## src/rtl/uart_pkg.sv

```systemverilog
// Shared UART definitions: receiver FSM states and 16x oversampling constants.
// Used by uart_recv and uart_send.
package uart_pkg;

   typedef enum logic [1:0] {
      IDLE,
      START,
      DATA,
      STOP
   } rx_state_t;

   localparam int OVERSAMPLE = 16;
   localparam int SAMPLE_MID = 7;
   localparam int SAMPLE_END = 15;

   localparam int TICK_W = $clog2(OVERSAMPLE);
   localparam logic [TICK_W-1:0] TICK_MID = TICK_W'(SAMPLE_MID);
   localparam logic [TICK_W-1:0] TICK_END = TICK_W'(SAMPLE_END);

endpackage

```

## src/rtl/uart_recv_sync_fifo.sv

```systemverilog
// First-word-fall-through FIFO; push/pop take effect on the clock edge and dout follows the head pointer.
// A push into a full FIFO is dropped and flagged on ovf_pulse unless a pop frees the slot in the same cycle.
module sync_fifo #(
   parameter int WIDTH = 8,
   parameter int DEPTH = 16,
   localparam int AW = $clog2(DEPTH),
   localparam int CNT_W = AW + 1
) (
   input  logic             clk_uart16,
   input  logic             rst_n,
   input  logic             push,
   input  logic             pop,
   input  logic [WIDTH-1:0] din,
   output logic [WIDTH-1:0] dout,
   output logic             empty,
   output logic             full,
   output logic [CNT_W-1:0] count,
   output logic             ovf_pulse
);

   localparam logic [CNT_W-1:0] FULL_CNT = CNT_W'(DEPTH);

   logic [WIDTH-1:0] mem_q [DEPTH];
   logic [AW-1:0]    wr_ptr_q;
   logic [AW-1:0]    rd_ptr_q;
   logic [CNT_W-1:0] count_q;
   logic [CNT_W-1:0] count_d;
   logic             do_push;
   logic             do_pop;

   assign empty     = (count_q == '0);
   assign full      = (count_q == FULL_CNT);
   assign count     = count_q;
   assign do_pop    = pop && !empty;
   // A pop on the same edge frees the slot, so a full FIFO can still accept
   assign do_push   = push && (!full || do_pop);
   assign ovf_pulse = push && full && !pop;
   assign dout      = empty ? '0 : mem_q[rd_ptr_q];

   always_comb begin
      count_d = count_q;
      case ({do_push, do_pop})
         2'b10:   count_d = count_q + CNT_W'(1);
         2'b01:   count_d = count_q - CNT_W'(1);
         default: count_d = count_q;
      endcase
   end

   always_ff @(posedge clk_uart16 or negedge rst_n) begin
      if (!rst_n) begin
         wr_ptr_q <= '0;
         rd_ptr_q <= '0;
         count_q  <= '0;
      end else begin
         if (do_push) wr_ptr_q <= wr_ptr_q + AW'(1);
         if (do_pop)  rd_ptr_q <= rd_ptr_q + AW'(1);
         count_q <= count_d;
      end
   end

   always_ff @(posedge clk_uart16) begin
      if (do_push) mem_q[wr_ptr_q] <= din;
   end

endmodule

```

## src/rtl/uart_recv.sv

```systemverilog
// 8N1 UART receiver at 16x oversampling feeding a FWFT FIFO; a byte is visible 153 cycles after the start edge is seen.
// No backpressure on the line: bytes arriving into a full FIFO are dropped and reported via the sticky overflow flag.
module uart_recv
   import uart_pkg::*;
#(
   parameter int DEPTH = 16,
   localparam int CNT_W = $clog2(DEPTH) + 1
) (
   input  logic             clk_uart16,
   input  logic             rst_n,
   input  logic             rx,
   input  logic             pop,
   input  logic             clr_err,
   output logic [7:0]       data,
   output logic             valid,
   output logic [CNT_W-1:0] count,
   output logic             frame_err,
   output logic             overflow
);

   logic              rx_meta_q;
   logic              rx_s_q;
   rx_state_t         state_q;
   logic [TICK_W-1:0] tick_q;
   logic [2:0]        bit_q;
   logic [7:0]        shift_q;
   logic              frame_err_q;
   logic              frame_err_d;
   logic              overflow_q;
   logic              overflow_d;
   logic              stop_sample;
   logic              byte_ok;
   logic              stop_bad;
   logic              fifo_empty;
   logic              fifo_full;
   logic              ovf_pulse;

   always_ff @(posedge clk_uart16 or negedge rst_n) begin
      if (!rst_n) begin
         rx_meta_q <= 1'b1;
         rx_s_q    <= 1'b1;
      end else begin
         rx_meta_q <= rx;
         rx_s_q    <= rx_meta_q;
      end
   end

   always_ff @(posedge clk_uart16 or negedge rst_n) begin
      if (!rst_n) begin
         state_q <= IDLE;
         tick_q  <= '0;
         bit_q   <= '0;
         shift_q <= '0;
      end else begin
         case (state_q)
            IDLE: begin
               if (!rx_s_q) begin
                  state_q <= START;
                  tick_q  <= '0;
               end
            end
            START: begin
               if (tick_q == TICK_MID) begin
                  tick_q <= '0;
                  if (rx_s_q) begin
                     state_q <= IDLE;
                  end else begin
                     state_q <= DATA;
                     bit_q   <= '0;
                  end
               end else begin
                  tick_q <= tick_q + TICK_W'(1);
               end
            end
            DATA: begin
               // tick wraps 15 -> 0 on its own between bits
               tick_q <= tick_q + TICK_W'(1);
               if (tick_q == TICK_END) begin
                  shift_q <= {rx_s_q, shift_q[7:1]};
                  bit_q   <= bit_q + 3'd1;
                  if (bit_q == 3'd7) begin
                     state_q <= STOP;
                     tick_q  <= '0;
                  end
               end
            end
            STOP: begin
               tick_q <= tick_q + TICK_W'(1);
               if (tick_q == TICK_END) begin
                  state_q <= IDLE;
                  tick_q  <= '0;
               end
            end
            default: begin
               state_q <= IDLE;
               tick_q  <= '0;
            end
         endcase
      end
   end

   assign stop_sample = (state_q == STOP) && (tick_q == TICK_END);
   assign byte_ok     = stop_sample && rx_s_q;
   assign stop_bad    = stop_sample && !rx_s_q;

   sync_fifo #(
      .WIDTH (8),
      .DEPTH (DEPTH)
   ) u_fifo (
      .clk_uart16 (clk_uart16),
      .rst_n      (rst_n),
      .push       (byte_ok),
      .pop        (pop),
      .din        (shift_q),
      .dout       (data),
      .empty      (fifo_empty),
      .full       (fifo_full),
      .count      (count),
      .ovf_pulse  (ovf_pulse)
   );

   // A new error in the same cycle as clr_err keeps the flag set
   assign frame_err_d = stop_bad || (frame_err_q && !clr_err);
   assign overflow_d  = (ovf_pulse && fifo_full) || (overflow_q && !clr_err);

   always_ff @(posedge clk_uart16 or negedge rst_n) begin
      if (!rst_n) begin
         frame_err_q <= 1'b0;
         overflow_q  <= 1'b0;
      end else begin
         frame_err_q <= frame_err_d;
         overflow_q  <= overflow_d;
      end
   end

   assign valid     = !fifo_empty;
   assign frame_err = frame_err_q;
   assign overflow  = overflow_q;

endmodule
```

## config.mk

```make
export PLATFORM = sky130hd
export DESIGN_NAME = uart_recv
export DESIGN_NICKNAME = d
export VERILOG_FILES = /design/src/rtl/uart_pkg.sv /design/src/rtl/uart_recv_sync_fifo.sv /design/src/rtl/uart_recv.sv
export SDC_FILE = /design/constraint.sdc
export NUM_CORES = 1
export LEC_CHECK = 0
export CORE_MARGIN = 5
export CORE_UTILIZATION = 55
export DETAILED_ROUTE_END_ITERATION = 10
export PLACE_DENSITY = 0.85
export SETUP_SLACK_MARGIN = 0.05
export SYNTH_ARGS = -nofsm -noshare
export SYNTH_HDL_FRONTEND = slang
export SYNTH_HIERARCHICAL = 1
export SYNTH_SLANG_ARGS = --single-unit
```

## constraint.sdc

```tcl
create_clock -name clk_uart16 -period 4.8 [get_ports clk_uart16]
set_input_delay 0.96 -clock clk_uart16 [delete_from_list [all_inputs] [get_ports clk_uart16]]
set_output_delay 0.96 -clock clk_uart16 [all_outputs]
set_load 0.005 [all_outputs]
```

# After elaboration in Yosys (flattened, before gate mapping)
# Memory sizes are Yosys's and may differ from the RTL's.
# Index checks and enable logic that the tools add are counted.
# op_classes
n_addsub	6
eq_ne	15
n_mux	21
n_reduce_logical	25
# ops
operator	n
$mux 4	5
$pmux 4 s4	1
$add 4x1->4 const B	3
$mux 2	6
$ne 2x2->1 const B	6
$logic_and 1x1->1	10
$pmux 5 s2	1
$mux 3	3
$mux 8	1
$pmux 2 s4	1
$eq 2x2->1 const B	3
$pmux 3 s2	1
$add 5x1->5 const B	1
$eq 5x5->1 const B	1
$logic_not 1->1	5
$logic_not 5->1	1
$reduce_and 5->1	1
$sub 5x1->5 const B	1
$eq 2x1->1 const B	2
$eq 4x3->1 const B	1
$eq 4x4->1 const B	1
$reduce_and 4->1	1
$reduce_bool 2->1	2
$add 3x1->3 const B	1
other kinds (5)	8
# word_totals
regBits	34
ram_bits	128
output_inout_bits	16
n_memories	1
# memory_table
name	depth	width	rd	rd_ports_with_merged_regs	write_ports	line_no	source
u_fifo.mem_q	16	8	1	0	1	uart_recv_sync_fifo.sv:23	logic [WIDTH-1:0] mem_q [DEPTH];

# Depth between registers and ports, before layout
# Gate-level depths: netlist of run 1.
# depth
depth_word	7
mapped_depth	12
mapped_depth_nobuf	11

# Cells and area by module
# The synthesis of run 1 kept the hierarchy.
# by_module_without_submodules
module	instances	cells_per_inst	area_each_um2
sync_fifo	1	303	5844.4
uart_recv	1	84	964.7

# Worst setup path after synthesis of run 1
# Ideal clock, no wire load.
# synth_path
path_type	flip-flop to flip-flop
startpoint	register tick_q[0]
endpoint	memory u_fifo.mem_q[1][0] (enable)
setup_ns	0.395
arrival_time_ns	2.445
required_time_ns	4.405
slack_ns	1.960
path_stages_with_launch	8
n_path_buf	1
path_cell_list	dfrtp_1 ha_1 and2_1 nand2_1 nor3_1 clkbuf_1 o31ai_4 nor4_1
# synth_between
elab_chain_len	6
# synth_rtl
element	line_no	source
start, declared	uart_recv.sv:24	logic [TICK_W-1:0] tick_q;
start signal, assigned	uart_recv.sv:72	tick_q <= tick_q + TICK_W'(1);
start signal, assigned	uart_recv.sv:77	tick_q <= tick_q + TICK_W'(1);
start signal, assigned	uart_recv.sv:88	tick_q <= tick_q + TICK_W'(1);
$eq 4x4->1	uart_recv.sv:102	assign stop_sample = (state_q == STOP) && (tick_q == TICK_END);
$logic_and 1x1->1	uart_recv.sv:102	
$logic_and 1x1->1	uart_recv.sv:103	assign byte_ok = stop_sample && rx_s_q;
named net byte_ok	uart_recv.sv:32	logic byte_ok;
$logic_and 1x1->1	uart_recv_sync_fifo.sv:36	assign do_push = push && (!full || do_pop);
$mux 1	uart_recv_sync_fifo.sv:62	if (do_push) mem_q[wr_ptr_q] <= din;
$mux 1 (not written as such)	uart_recv_sync_fifo.sv:62	
end, declared	uart_recv_sync_fifo.sv:23	
# The timed path passes the listed nets, and every way through them passes these cells.

# Final worst setup path of run 1
# layout_path
startpoint	register u_fifo.rd_ptr_q[1]
endpoint	output data[3]
# layout_between
elab_chain_len	2
# layout_rtl
element	line_no	source
start, declared	uart_recv_sync_fifo.sv:25	logic [AW-1:0] rd_ptr_q;
start signal, assigned	uart_recv_sync_fifo.sv:56	if (do_pop) rd_ptr_q <= rd_ptr_q + AW'(1);
$mem_v2 16x8	n/a	
$mux 8	uart_recv_sync_fifo.sv:38	assign dout = empty ? '0 : mem_q[rd_ptr_q];
end, declared	uart_recv.sv:14	output logic [7:0] data,
# Every way passes these cells.

==> results of run 1 <==
[routing by layer]
layer	part of all wire, %	vias up	GRT usage [%]
li1	-	1591	-
met1	40	1851	23.80
met2	52	113	31.61
met3	5.8	27	5.734
met4	2.0	0	7.423
met5	0	-	0
[layout make-up]
type / count / area [um2]
Sequential cell: 162 / 4697
Clock inverter: 15 / 150.1
Clock buffer: 17 / 425.4
Tap cell: 168 / 210.2
Inverter: 14 / 52.55
Multi-Input combinational cell: 192 / 1936
Timing Repair Buffer: 30 / 275.3
Fill cell: 821 / 4315
[kinds of logic (layout without fill, tap and decap cells)]
family	Yosys count	in the layout
compound gates	47	47
xor+xnor	10	10
fa+ha+maj	9	9
buf+inv	33	76
flops	162	162
mux	62	62
simple gates	64	64
[sequential cells by signal (all words and copies together) (netlist names), named ones only]
signal / cells
state_q: 1
bit_q: 3
shift_q: 8
rx_s_q: 1
u_fifo/rd_ptr_q: 4
rx_meta_q: 1
frame_err: 1
tick_q: 4
u_fifo/wr_ptr_q: 4
u_fifo/mem_q: 128
u_fifo/count: 5
overflow: 1
[power by group through the flow]
stage / combinational (mW) / clock, mW / sequential [mW]
floorplan: 0.886 / 0 / 1.70
global placement: 1.12 / 0 / 1.81
detailed placement: 1.16 / 0 / 1.82
CTS: 1.17 / 1.31 / 1.79
global route: 1.26 / 1.38 / 1.81
finish: 1.16 / 1.28 / 1.80
[worst max-delay path, delay by kind of cell (launching register included)]
kind / cells / cell delay (ps)
mux: 2 / 880
buf+inv: 2 / 820
flops: 1 / 360
compound gates: 2 / 270
[cells in the mapped netlist, types with 5 or more instances]
library cell,number,share of area (%)
and2_1,9,0.83
nand2_1,12,0.66
nor2_1,13,0.72
dfrtp_1,32,12
mux2_2,19,3.1
ha_1,9,1.7
edfxtp_1,128,56
mux4_2,26,8.6
a21oi_1,10,0.74
nand3_1,7,0.51
buf_4,6,0.66
buf_2,5,0.37
clkbuf_1,6,0.33
mux4_1,6,2.3
inv_1,14,0.77
xnor2_1,8,1.0
mux2i_1,11,1.6
o21ai_0,15,1.1
[cell usage in the layout, fill, tap and decap left out, drive strengths merged, types with 2 or more instances in the layout]
cell | synthesis | final
a21oi | 10 | 10
a22o | 2 | 2
a31oi | 4 | 4
and2 | 9 | 9
and3 | 2 | 2
buf | 13 | 10
clkbuf | 6 | 17
clkdlybuf4s50 | 0 | 20
clkinv | 0 | 7
dfrtp | 32 | 32
dfstp | 2 | 2
edfxtp | 128 | 128
ha | 9 | 9
inv | 14 | 21
mux2 | 19 | 19
mux2i | 11 | 11
mux4 | 32 | 32
nand2 | 12 | 12
nand3 | 7 | 7
nand4 | 3 | 3
nor2 | 13 | 13
nor2b | 3 | 3
nor3 | 5 | 5
nor3b | 3 | 3
nor4 | 4 | 4
nor4b | 2 | 2
o21ai | 20 | 20
xnor2 | 8 | 8
xor2 | 2 | 2
[path summary, 6_finish.rpt]
check                      slack [ps]                           start                             to  depth (start not counted)
setup reg to reg                 1930           tick_q[0]$_DFFE_PN0P_  u_fifo/mem_q[13][2]$_DFFE_PP_                          8
max in group asynchronous        3520                           rst_n            rx_meta_q$_DFF_PN1_                          2
hold reg to reg                   360             rx_meta_q$_DFF_PN1_               rx_s_q$_DFF_PN1_                          0
min in group asynchronous         950                           rst_n    u_fifo/count[2]$_DFFE_PN0P_                          2
hold / removal                    360             rx_meta_q$_DFF_PN1_               rx_s_q$_DFF_PN1_                          0
setup / recovery                 1090  u_fifo/rd_ptr_q[1]$_DFFE_PN0N_                        data[3]                          6
==> impl_metrics.yaml, run 1 <==
status:
  outcome: "finished, final reports clean"
synth:
  syn_area_per_cell_um2: 17.59
  synth_nets: 401
  synth_simple_gate_area_share_pct: 5.182
  yosys.cell_types.count: 48
  syn_inst: 387
  yosys_register_bits: 162
  ys_seq_area_share_pct: 68.98
  synth_compound_area_share_pct: 4.631
  synth-main-ff-cell: "edfxtp_1"
  synthAdderAreaFrac_pct: 1.654
  yosys_warnings: 6
  async_reset_ff_share_pct: 20.99
  synthMuxAreaShare_pct: 15.67
  synth_edf_count: 128
  yosys.area_share.xor_xnor_pct: 1.286
  syn_area_um2: 6809
  synth_top_family_by_area: "multiplexers"
die:
  fp.coreArea_um2: 12060
  start_util_pct: 56.45
  die_height_um: 121.3
  die_area_um2: 14710
  die_w_um: 121.3
  boundaryPins: 21
  rows: 40
timing:
  tns_ps: 0
  fin_ws_ps: 1092
  max_slew_margin_pct: 39.57
  timing.hold.ws_ps: 360.8
  fin_crit_sh_pct: 77.25
  worstMarginPinSlew_ps: 903.1
  skew_ps: 9.456
  rsz0062_at_grt: "no"
  slew_viol_final: 0
  final_hold_viol_count: 0
  setup_viol: 0
  period_minus_slack_ps: 3708
  fmax_ghz: 0.2697
place:
  placed_area_um2: 7171
  port_buffers: 20
  pre_cts_ws_ps: 1461
  place_inst: 566
  gp_congestion: 0.8584
  dp_hpwl_um: 8037
job:
  max-cap-violations: 0
global_routing:
  grt_pass1_wl_um: 20320
  antenna_found_initial: 0
  first_global_vias: 3747
  grt_overflow: 0
  grt_max_degree: 35
  grt_usage_pct: 19.09
power_and_ir_drop:
  power_density_nw_per_um2: 547.3
  power.total_mw: 4.240
  p_leak_nw: 2.743
  max-vdd-ir-drop_uv: 323.3
  seqPwrFrac_pct: 42.4
  net-switching-power_mw: 1.280
  combPwrFrac_pct: 27.4
  p_int_mw: 2.960
  clockPowerShare_pct: 30.2
  sw_frac_of_total_pct: 30.18
final_layout:
  num-nets-final: 431
  stdcell_count: 598
  utilization_pct: 64.22
  syn_to_final_growth_pct: 13.76
  stdcell_area_um2: 7746
  drive_gt1_share_pct: 22.79
  num_antenna_cells: 0
clock_tree:
  cts_sinks: 162
  clkTransAtPathRegs_ps: 60
  clockBufferDepth: 2
  cts_resized: 0
  cts_tree: "done"
  cts_setup_buffers: 0
  htreeDepth: 4
  ctsRootBufferMaster: "clkbuf_16"
  holdBufCountCts: 0
  cts_buffers: 17
  clk_latency_ps: 420
critical_path:
  cpMaxStageDelayCell: "mux4_1"
  path_max_fanout: 20
  worstPathArrival_ps: 2750
  slowest_delay_ps: 580
  cp_cell_sequence: "buf_4 -> mux4_1 -> mux2_2 -> o21ai_1 -> a21oi_1 -> clkdlybuf4s50_1"
  setup.worst_path.start_class: "flip-flop"
  worst_setup_path_end_kind: "output port"
  crit_required_ps: 3840
  path_class: "reg -> out"
drt:
  post_drt_wl_per_cell_um: 21.35
  vias_per_cell: 5.990
  dr.pass1.iters: 4
  drt_iter0_drc: 297
  num_vias: 3582
  drtAntennaViolNets: 0
  route.detailed.drc: 0
  drt-total-wl_um: 12770
min_path:
  hp-class: "reg -> reg"
No activity file was read; power rests on OpenSTA's default activity.
==> run 2, diff against run 1 <==
==> constraint.sdc (replaced) <==
create_clock -name clk_uart16 -period 3.8 [get_ports clk_uart16]
set_input_delay 0.76 -clock clk_uart16 [delete_from_list [all_inputs] [get_ports clk_uart16]]
set_output_delay 0.76 -clock clk_uart16 [all_outputs]
set_load 0.005 [all_outputs]
==> impl_metrics.yaml, run 2 (synthesis gave the netlist of run 1 again) <==
clock_tree:
  cts_sinks: 162
  clockBufferDepth: 2
  cts_resized: 0
  cts_buffers: 17
  cts_setup_buffers: 0
  clkTransAtPathRegs_ps: 60
  holdBufCountCts: 0
  clk_latency_ps: 420
  ctsRootBufferMaster: "clkbuf_16"
  cts_tree: "done"
  htreeDepth: 4
min_path:
  whs_endpoint: "rx_s_q$_DFF_PN1_"
  hp-class: "reg -> reg"
  hold_depth: 0
  hp-start: "rx_meta_q$_DFF_PN1_"
timing:
  skew_ps: 4.975
  rsz0062_at_grt: "no"
  tns_ps: 0
  setup_viol: 0
  final_hold_viol_count: 0
  fin_crit_sh_pct: 93.30
  fmax_ghz: 0.2821
  worstMarginPinSlew_ps: 905.3
  slew_viol_final: 0
  period_minus_slack_ps: 3545
  max_slew_margin_pct: 39.42
power_and_ir_drop:
  power.total_mw: 5.506
  power_density_nw_per_um2: 705.7
  seqPwrFrac_pct: 41.0
  p_int_mw: 3.924
  p_leak_nw: 2.759
  combPwrFrac_pct: 27.2
  net-switching-power_mw: 1.582
  max-vdd-ir-drop_uv: 476.0
  clockPowerShare_pct: 31.8
  sw_frac_of_total_pct: 28.73
drt:
  num_vias: 3648
  post_drt_wl_per_cell_um: 22.74
  m1WireLength_um: 5498
  dr.pass1.iters: 6
  vias_per_cell: 6.080
  route.detailed.drc: 0
  drt-total-wl_um: 13650
  drtAntennaViolNets: 0
  wl_met3_um: 827
  wl_met2_um: 7004
  drt_iter0_drc: 373
  top_layer_used: "met4"
die:
  boundaryPins: 21
  die_area_um2: 14710
  die_height_um: 121.3
  die_w_um: 121.3
  fp.coreArea_um2: 12060
  start_util_pct: 56.45
  rows: 40
global_routing:
  antenna_found_initial: 0
  first_global_vias: 3716
  grt_max_degree: 35
  grt_pass1_wl_um: 21230
  grt_overflow: 0
  grt_usage_pct: 20.00
critical_path:
  r2r_setup_slack_ps: 880
  path_max_fanout: 8
  path_buf_inv: 2
  crit_required_ps: 3040
  cp_cell_sequence: "buf_4 -> mux4_1 -> mux2_2 -> o21ai_0 -> a21oi_1 -> clkdlybuf4s50_1"
  worstPathArrival_ps: 2790
  critPathTopFamily: "multiplexers"
  path_class: "reg -> out"
  slowest_delay_ps: 550
  rr_worst_depth: 8
  cpMaxStageDelayCell: "dfrtp_1"
  r2r-end: "u_fifo/mem_q[13][4]$_DFFE_PP_"
  reg2reg_from: "tick_q[0]$_DFFE_PN0P_"
  worst_setup_path_end_kind: "output port"
  setup.worst_path.start_class: "flip-flop"
place:
  port_buffers: 20
  gp_congestion: 0.8520
  place_inst: 568
  dp_hpwl_um: 8230
final_layout:
  fill_cells: 802
  num_antenna_cells: 0
  drive_gt1_share_pct: 22.92
  num-nets-final: 433
  final_common_cell: "edfxtp_1"
  syn_to_final_growth_pct: 14.59
  largest_register: "u_fifo/mem_q"
  stdcell_count: 600
  final_cell_mix: "edfxtp_1, dfrtp_1, mux4_2"
  largest_reg_flops: 128
job:
  max-cap-violations: 0
status:
  outcome: "finished, final reports clean"
[run 2: worst reg2reg max path: cells and delay by family (launching register included)]
family / cells / cell delay (ps)
AOI/OAI and AO/OA: 1 / 200
adders and majority gates: 1 / 220
DFF: 1 / 400
buffers and inverters: 1 / 230
and+or+nand+nor: 5 / 1490
[run 2: power groups by stage]
stage	Clock [mW]	Sequential, mW	Combinational [mW]
global route	1.87	2.28	1.62
floorplan	0	2.15	1.12
global placement	0	2.27	1.43
CTS	1.77	2.25	1.51
finish	1.75	2.26	1.50
detailed placement	0	2.28	1.48
[run 2: metal layers]
layer  track usage [%]  vias to the layer above
li1                  -                     1589
met1             25.78                     1876
met2             32.79                      153
met3             5.781                       30
met4             6.933                        0
met5                 0                        -
[run 2: area by class of cell]
| type | instances | area (um2) | area share (%) |
|---|---|---|---|
| multi-input cells | 192 | 1936 | 24.81 |
| flip-flops and latches | 162 | 4697 | 60.20 |
| well taps | 168 | 210.2 | 2.694 |
| inverters | 14 | 52.55 | 0.6735 |
| clock inverters | 14 | 187.7 | 2.405 |
| repair buffers | 32 | 290.3 | 3.720 |
| clock buffers | 18 | 429.2 | 5.500 |
[run 2: worst max-delay path by stage]
stage / from / end / slack (ps) / cells past startpoint
after floorplan: tick_q[0]$_DFFE_PN0P_ / u_fifo/mem_q[1][0]$_DFFE_PP_ / 960 / 7
after global placement: u_fifo/rd_ptr_q[1]$_DFFE_PN0N_ / data[0] / 720 / 6
after detailed placement: u_fifo/rd_ptr_q[1]$_DFFE_PN0N_ / data[0] / 680 / 6
after CTS: u_fifo/rd_ptr_q[1]$_DFFE_PN0N_ / data[0] / 190 / 6
after global routing: u_fifo/rd_ptr_q[1]$_DFFE_PN0N_ / data[7] / 80 / 6
final: u_fifo/rd_ptr_q[1]$_DFFE_PN0N_ / data[0] / 250 / 6
[run 2: stage by stage]
| stage | utilization [%] | setup slack [ps] | hold WS [ps] | cell area [um2] |
|---|---|---|---|---|
| final | 64.69 | 254.8 | 359.1 | 7802 |
| after global routing | 64.69 | 84.76 | 366.9 | 7802 |
| after CTS | 64.69 | 193.3 | 359.7 | 7802 |
| after detailed placement | 59.57 | 679.0 | 349.7 | 7186 |
| after global placement | 59.57 | 715.9 | 345.6 | 7186 |
| after floorplan | - | 960.2 | 345.2 | 6809 |
